==> config.mk <==
export PLATFORM = sky130hd
export DESIGN_NAME = mem_access_unit
export DESIGN_NICKNAME = d
export VERILOG_FILES = /design/src/rtl/mem_access_unit.sv
export SDC_FILE = /design/constraint.sdc
export NUM_CORES = 1
export LEC_CHECK = 0
export CORE_ASPECT_RATIO = 1.25
export CORE_MARGIN = 2
export CORE_UTILIZATION = 48
export DETAILED_ROUTE_END_ITERATION = 6
export MAX_ROUTING_LAYER = met4
export PLACE_DENSITY = 0.94
export SYNTH_ARGS = -nofsm -noshare
export SYNTH_HDL_FRONTEND = slang
export SYNTH_SLANG_ARGS = --single-unit
export TNS_END_PERCENT = 20
==> constraint.sdc <==
create_clock -name clk -period 4.7 [get_ports clk]
set_input_delay 0.705 -clock clk [delete_from_list [all_inputs] [get_ports clk]]
set_output_delay 0.705 -clock clk [all_outputs]
set_load 0.005 [all_outputs]
==> src/rtl/mem_access_unit.sv <==
// mem_access_unit: one-at-a-time load/store sequencer feeding the word-addressed
// data memory. Forms ea = base + sext(offset), drives MemR/MemW from registered
// state, captures load data into LMD and pulses done on completion.
// Optional feature macro: MEM_ACCESS_BOUNDS_CHECK_EN (fault on ea[31:10] != 0).
module mem_access_unit (
   input  logic        clk,
   input  logic        rst_n,
   input  logic        req_valid,
   output logic        req_ready,
   input  logic        req_load,
   input  logic [5:0]  req_opcode,
   input  logic [31:0] req_base,
   input  logic [15:0] req_offset,
   input  logic [31:0] req_wdata,
   output logic [5:0]  mem_opcode,
   output logic [31:0] mem_addr,
   output logic [31:0] mem_wdata,
   output logic        mem_r,
   output logic        mem_w,
   input  logic [31:0] mem_rdata,
   output logic [31:0] lmd,
   output logic        done,
   output logic        fault
);

   localparam int unsigned DW = 32;
   localparam int unsigned OW = 16;

   typedef enum logic [1:0] {IDLE, ADDR, READ, DONE} state_t;

   state_t       state;
   logic         load_q;
   logic         bad_q;
   logic         bad_c;
   logic [DW-1:0] ea_c;

   // Effective address, wraps modulo 2^32
   assign ea_c = req_base + {{(DW-OW){req_offset[OW-1]}}, req_offset};

`ifdef MEM_ACCESS_BOUNDS_CHECK_EN
   logic fault_q;

   // Any address bit above the 10-bit word index is out of range
   assign bad_c = |ea_c[DW-1:10];
   assign fault = fault_q;
`else
   assign bad_c = 1'b0;
   assign fault = 1'b0;
`endif

   // Sequencer FSM with registered memory-side controls
   always_ff @(posedge clk or negedge rst_n) begin
      if (!rst_n) begin
         state      <= IDLE;
         req_ready  <= 1'b1;
         load_q     <= 1'b0;
         bad_q      <= 1'b0;
         mem_opcode <= '0;
         mem_addr   <= '0;
         mem_wdata  <= '0;
         mem_r      <= 1'b0;
         mem_w      <= 1'b0;
         lmd        <= '0;
         done       <= 1'b0;
`ifdef MEM_ACCESS_BOUNDS_CHECK_EN
         fault_q    <= 1'b0;
`endif
      end else begin
         case (state)
            IDLE: begin
               if (req_valid) begin
                  state      <= ADDR;
                  req_ready  <= 1'b0;
                  load_q     <= req_load;
                  bad_q      <= bad_c;
                  mem_opcode <= req_opcode;
                  mem_addr   <= ea_c;
                  mem_wdata  <= req_wdata;
                  // Strobes are registered here so they are high for the whole ADDR cycle
                  mem_r      <= req_load & ~bad_c;
                  mem_w      <= ~req_load & ~bad_c;
               end
            end
            ADDR: begin
               mem_w <= 1'b0;
               if (load_q && !bad_q) begin
                  state <= READ;
               end else begin
                  // Store complete, or faulting access skipped
                  state <= DONE;
                  mem_r <= 1'b0;
                  done  <= 1'b1;
`ifdef MEM_ACCESS_BOUNDS_CHECK_EN
                  fault_q <= bad_q;
`endif
               end
            end
            READ: begin
               state <= DONE;
               mem_r <= 1'b0;
               lmd   <= mem_rdata;
               done  <= 1'b1;
`ifdef MEM_ACCESS_BOUNDS_CHECK_EN
               fault_q <= 1'b0;
`endif
            end
            DONE: begin
               state     <= IDLE;
               done      <= 1'b0;
               req_ready <= 1'b1;
            end
            default: begin
               state     <= IDLE;
               req_ready <= 1'b1;
               mem_r     <= 1'b0;
               mem_w     <= 1'b0;
               done      <= 1'b0;
            end
         endcase
      end
   end

endmodule

======== Word level (Yosys, flattened, before mapping) ========
Index checks and enable logic that the tools add are counted.
cells by class
  add/subtract/negate cells ............... 1
  equal/unequal tests ..................... 5
  multiplexer cells ....................... 12
  bitwise logic cells ..................... 1
  reduce and logical (&&, ||, !) cells .... 10
operator list
  operator              count
  $add A32 B32 Y32      1
  $pmux W2 S4           1
  $reduce_and A2 Y1     4
  $mux W1               6
  $pmux W1 S3           2
  $reduce_bool A3 Y1    2
  $eq A2 B2 Y1 const B  2
  $ne A2 B2 Y1 const B  2
  $pmux W1 S2           2
  $reduce_bool A2 Y1    2
  $reduce_and A3 Y1     1
  $eq A2 B1 Y1 const B  1
  $logic_not A2 Y1      1
  $mux W2               1
  $not A1 Y1            1
word-level totals
  register bits ........................... 109
  word-level logic and storage cells ...... 39

======== Depth between registers and ports, before layout ========
  depth in word-level cells ............... 3
  gate-level depth with buffers ........... 9
  gate-level depth less buffers ........... 9

======== Worst setup path after synthesis ========
OpenSTA, ideal clock, no wires.
  kind .................................... input port to flip-flop
  from .................................... input req_base[0]
  to ...................................... register mem_addr[20]
  setup time .............................. 0.133 ns
  arrival ................................. 2.779 ns
  data required time ...................... 4.567 ns
  path slack .............................. 1.788 ns
  cell stages on the path ................. 9
  buffers on the path ..................... 0
  cell sequence ........................... ha_1 fa_1 a21o_1 a221oi_2 o22ai_1 a211o_1 a211oi_1 xor2_1 o21ai_0
between the ends
  cells in the longest elaborated chain, start to end .. 1
RTL lines
  element                 line  RTL
  start: declaration      12    input logic [31:0] req_base,
  $add A32 B32 Y32        38    assign ea_c = req_base + {{(DW-OW){req_offset[OW-1]}}, req_offset};
  end signal: assignment  59    mem_addr <= '0;
  end signal: assignment  77    mem_addr <= ea_c;
  end: declaration        16    output logic [31:0] mem_addr,
Every way passes these cells.
A chain may end at the register's enable or synchronous reset.

======== Final worst setup path ========
  from .................................... input req_offset[15]
  to ...................................... register mem_addr[29]
between the ends
  cells in the longest elaborated chain, start to end .. 1
RTL lines
  element             line  RTL
  start: declaration  13    input logic [15:0] req_offset,
  $add A32 B32 Y32    38
Every way passes these cells.

==> metrics.cfg <==
[status]
outcome = finished clean

[synth]
syn_area_mm2 = 0.00587
synth.distinct_cells = 58
synth_flop_cell = dfrtp_1
synthCells = 618
ys_ff_latch = 109
syn-num-nets = 777
synth_top_cell_area_share_pct = 46.1
synth.avg_cell_area_um2 = 9.49
ys_seq_area_share_pct = 46.5
synth_top_area_cell = dfrtp_1
synth_edf_count = 0
async_reset_ff_share_pct = 100
ys_warn_count = 0
ys_top_cells_by_area = dfrtp_1 46%, nand2_1 11%, ha_1 7.7%, mux2_2 6.1%, o21ai_0 3.8%

[clock_tree]
post_cts.repair.setup_buffers = 0
numClockSinks = 109
clk_pin_slew_worst_paths_ns = 0.07
cts_tree = built
clockBufferDepth = 2
cts_hold_buf = 0
h-tree-depth = 3
ctsResizeCount = 0
cts-root-buf = clkbuf_16
numCtsBuffers = 9
clock_latency_ns = 0.34

[pwr]
switching_share_pct = 33.3
p_int_mw = 3.04
pwr-share-clk_pct = 16.2
pwr-share-seq_pct = 36.2
irDropWorstVdd_mv = 0.234
p_leak_nw = 3.84
netSwitchingPower_mw = 1.52
combPwrFrac_pct = 47.5
power.density_mw_per_mm2 = 533

[critical_path]
critPathLaunchType = input port
required_ns = 4.94
critical_path_arrival_ns = 3.79
end_kind = flop
cp_slowest_stage_delay_ns = 0.79
path_cells = clkdlybuf4s50_1 -> ha_1 -> nand4_1 -> or3_1 -> a2111oi_2 -> o211ai_1 -> and4_4 -> o31ai_1
crit_type = input port to flop
cp_max_fo = 17
cp_slowest_cell = clkdlybuf4s50_1

[global_routing]
grt_max_degree = 104
grt_pass1_wl_um = 26400
grt_overflow_total = 0
track_usage_pct = 26.4
grt_pass1_vias = 5420
antenna_found_initial = 0

[sta]
finalHoldViolations = 0
clock.fmax_mhz = 282
tightest_slew_ns = 1.12
finalSetupViolCount = 0
hold_slack_ns = 0.479
finalMaxSlewViolations = 0
fin_skew_ns = 0.00719
period_share_pct = 75.5
fin_crit_ns = 3.55
slew_headroom_pct = 25.1
setup_tns_ns = 0
rsz0062_at_grt = no

[floorplan]
core_area_mm2 = 0.0120
die-area_mm2 = 0.0131
placementRows = 45
initial_core_util_pct = 48.7
fp.dieH_um = 128
io_pins = 229
dieWidth_um = 103

[detailed_routing]
wl_per_cell_um = 16.5
drtAntennaViolNets = 0
routed_wl_um = 16600
drtIter0Drc = 192
vias = 5341
via_per_inst = 5.34
drcViolationCount = 0
drtPass1Iterations = 5

[layout]
drive_above_1_share_pct = 7.77
diodes = 0
nets = 991
area_growth_pct = 45.8

[place]
gp_congestion = 0.968
io_buffers = 227
dp_hpwl_um = 12400

[worst_hold_path]
hp-class = flop to flop

[run]
cap_violations = 0

[cell families (layout without fill, tap and decap cells)]
family	after synthesis	after routing	share of synthesized area, %
compound gates	141	141	16.4
xor+xnor	25	25	3.73
fa+ha+maj	37	37	8.02
buf+inv	40	259	2.75
flops	109	109	46.5
mux	33	33	6.31
other cells	1	1	0.0639
simple gates	232	232	16.2
[path summary, 6_finish.rpt]
kind / start / end / slack, ns / depth (start not counted)
max: req_offset[15] / mem_addr[29] / 1.15 / 8
min: mem_addr[8] / mem_addr[8] / 0.48 / 2
max reg2reg: state[0] / mem_wdata[9] / 2.25 / 6
min reg2reg: mem_addr[8] / mem_addr[8] / 0.48 / 2
max in group asynchronous: rst_n / mem_opcode[5] / 3.17 / 2
min in group asynchronous: rst_n / mem_wdata[19] / 0.50 / 1
[placed cells by master (no fill, tap or decap), types with 7 or more instances in the layout]
cell and instances:
a21o_1 12, a21oi_1 29, clkbuf_16 9, clkdlybuf4s50_1 226
dfrtp_1 108, ha_1 36, inv_1 13, mux2_2 32
nand2_1 173, nor2_1 24, nor3_1 7, o21ai_0 44
o21bai_1 7, xnor2_1 14, xor2_1 11
[power groups by stage]
| stage | Combinational, mW | Clock [mW] | Sequential (mW) |
|---|---|---|---|
| final | 2.17 | 0.740 | 1.65 |
| after global routing | 2.36 | 0.793 | 1.70 |
| after CTS | 2.19 | 0.758 | 1.65 |
| after detailed placement | 2.17 | 0 | 1.66 |
| after global placement | 2.09 | 0 | 1.62 |
| after floorplan | 0.878 | 0 | 1.67 |
[critical path, delay by kind of cell]
family	cells	cell delay [ns]
buffers and inverters	1	0.79
adders and majority gates	1	0.64
AOI/OAI and AO/OA	3	0.82
and+or+nand+nor	3	0.84
[Yosys cell counts, types with 2 or more instances]
cell type	count
a211oi_1	5
nand2_1	174
xnor2_1	14
a21oi_1	29
a21oi_2	2
nor3_1	7
ha_1	36
inv_1	13
o21ai_0	44
o221ai_1	2
dfrtp_1	108
o31ai_1	6
nor2b_1	3
nand3_1	4
xor2_1	11
nor4_1	2
o211ai_1	5
mux2_2	32
and3_1	5
a31oi_1	4
a2111oi_2	2
o21a_1	4
o41ai_1	3
clkbuf_1	14
buf_2	5
nand4_1	5
a211o_1	2
nand2b_1	2
nor2_1	24
a21o_1	12
o21bai_1	7
buf_1	6
[flip-flops by register name, summed over array words and instances, names as in the netlist]
| register | count |
|---|---|
| mem_w | 1 |
| mem_addr | 32 |
| done | 1 |
| mem_r | 1 |
| load_q | 1 |
| mem_opcode | 6 |
| state | 2 |
| lmd | 32 |
| req_ready | 1 |
| mem_wdata | 32 |
[routing by layer]
metal	global-route usage (%)	share of wire (%)	vias up
met4	10.8	3.7	0
met2	45.8	52	229
li1	-	-	2566
met1	29.4	37	2498
met5	-	0	-
met3	4.92	7.2	48
[stage by stage]
| step | total power, mW | area [µm²] | worst slack (ns) | std cells | util (%) |
|---|---|---|---|---|---|
| after detailed placement | 3.83 | 8260 | 0.813 | 985 | 68.5 |
| after global routing | 4.86 | 8550 | 0.859 | 1001 | 71.0 |
| after floorplan | 2.55 | 5870 | 1.79 | 618 | - |
| after CTS | 4.60 | 8550 | 1.17 | 1001 | 71.0 |
| after global placement | 3.72 | 8260 | 0.887 | 985 | 68.5 |
| final | 4.56 | 8550 | 1.15 | 1001 | 71.0 |
[layout make-up]
cell class,count,area [µm²]
fillers,868,3500
multi-input cells,469,2980
flip-flops and latches,109,2730
repair buffers,230,2290
clock buffers,10,239
well taps,164,205
clock inverters,6,55.1
inverters,13,48.8
(Power assumes the default switching activity.)
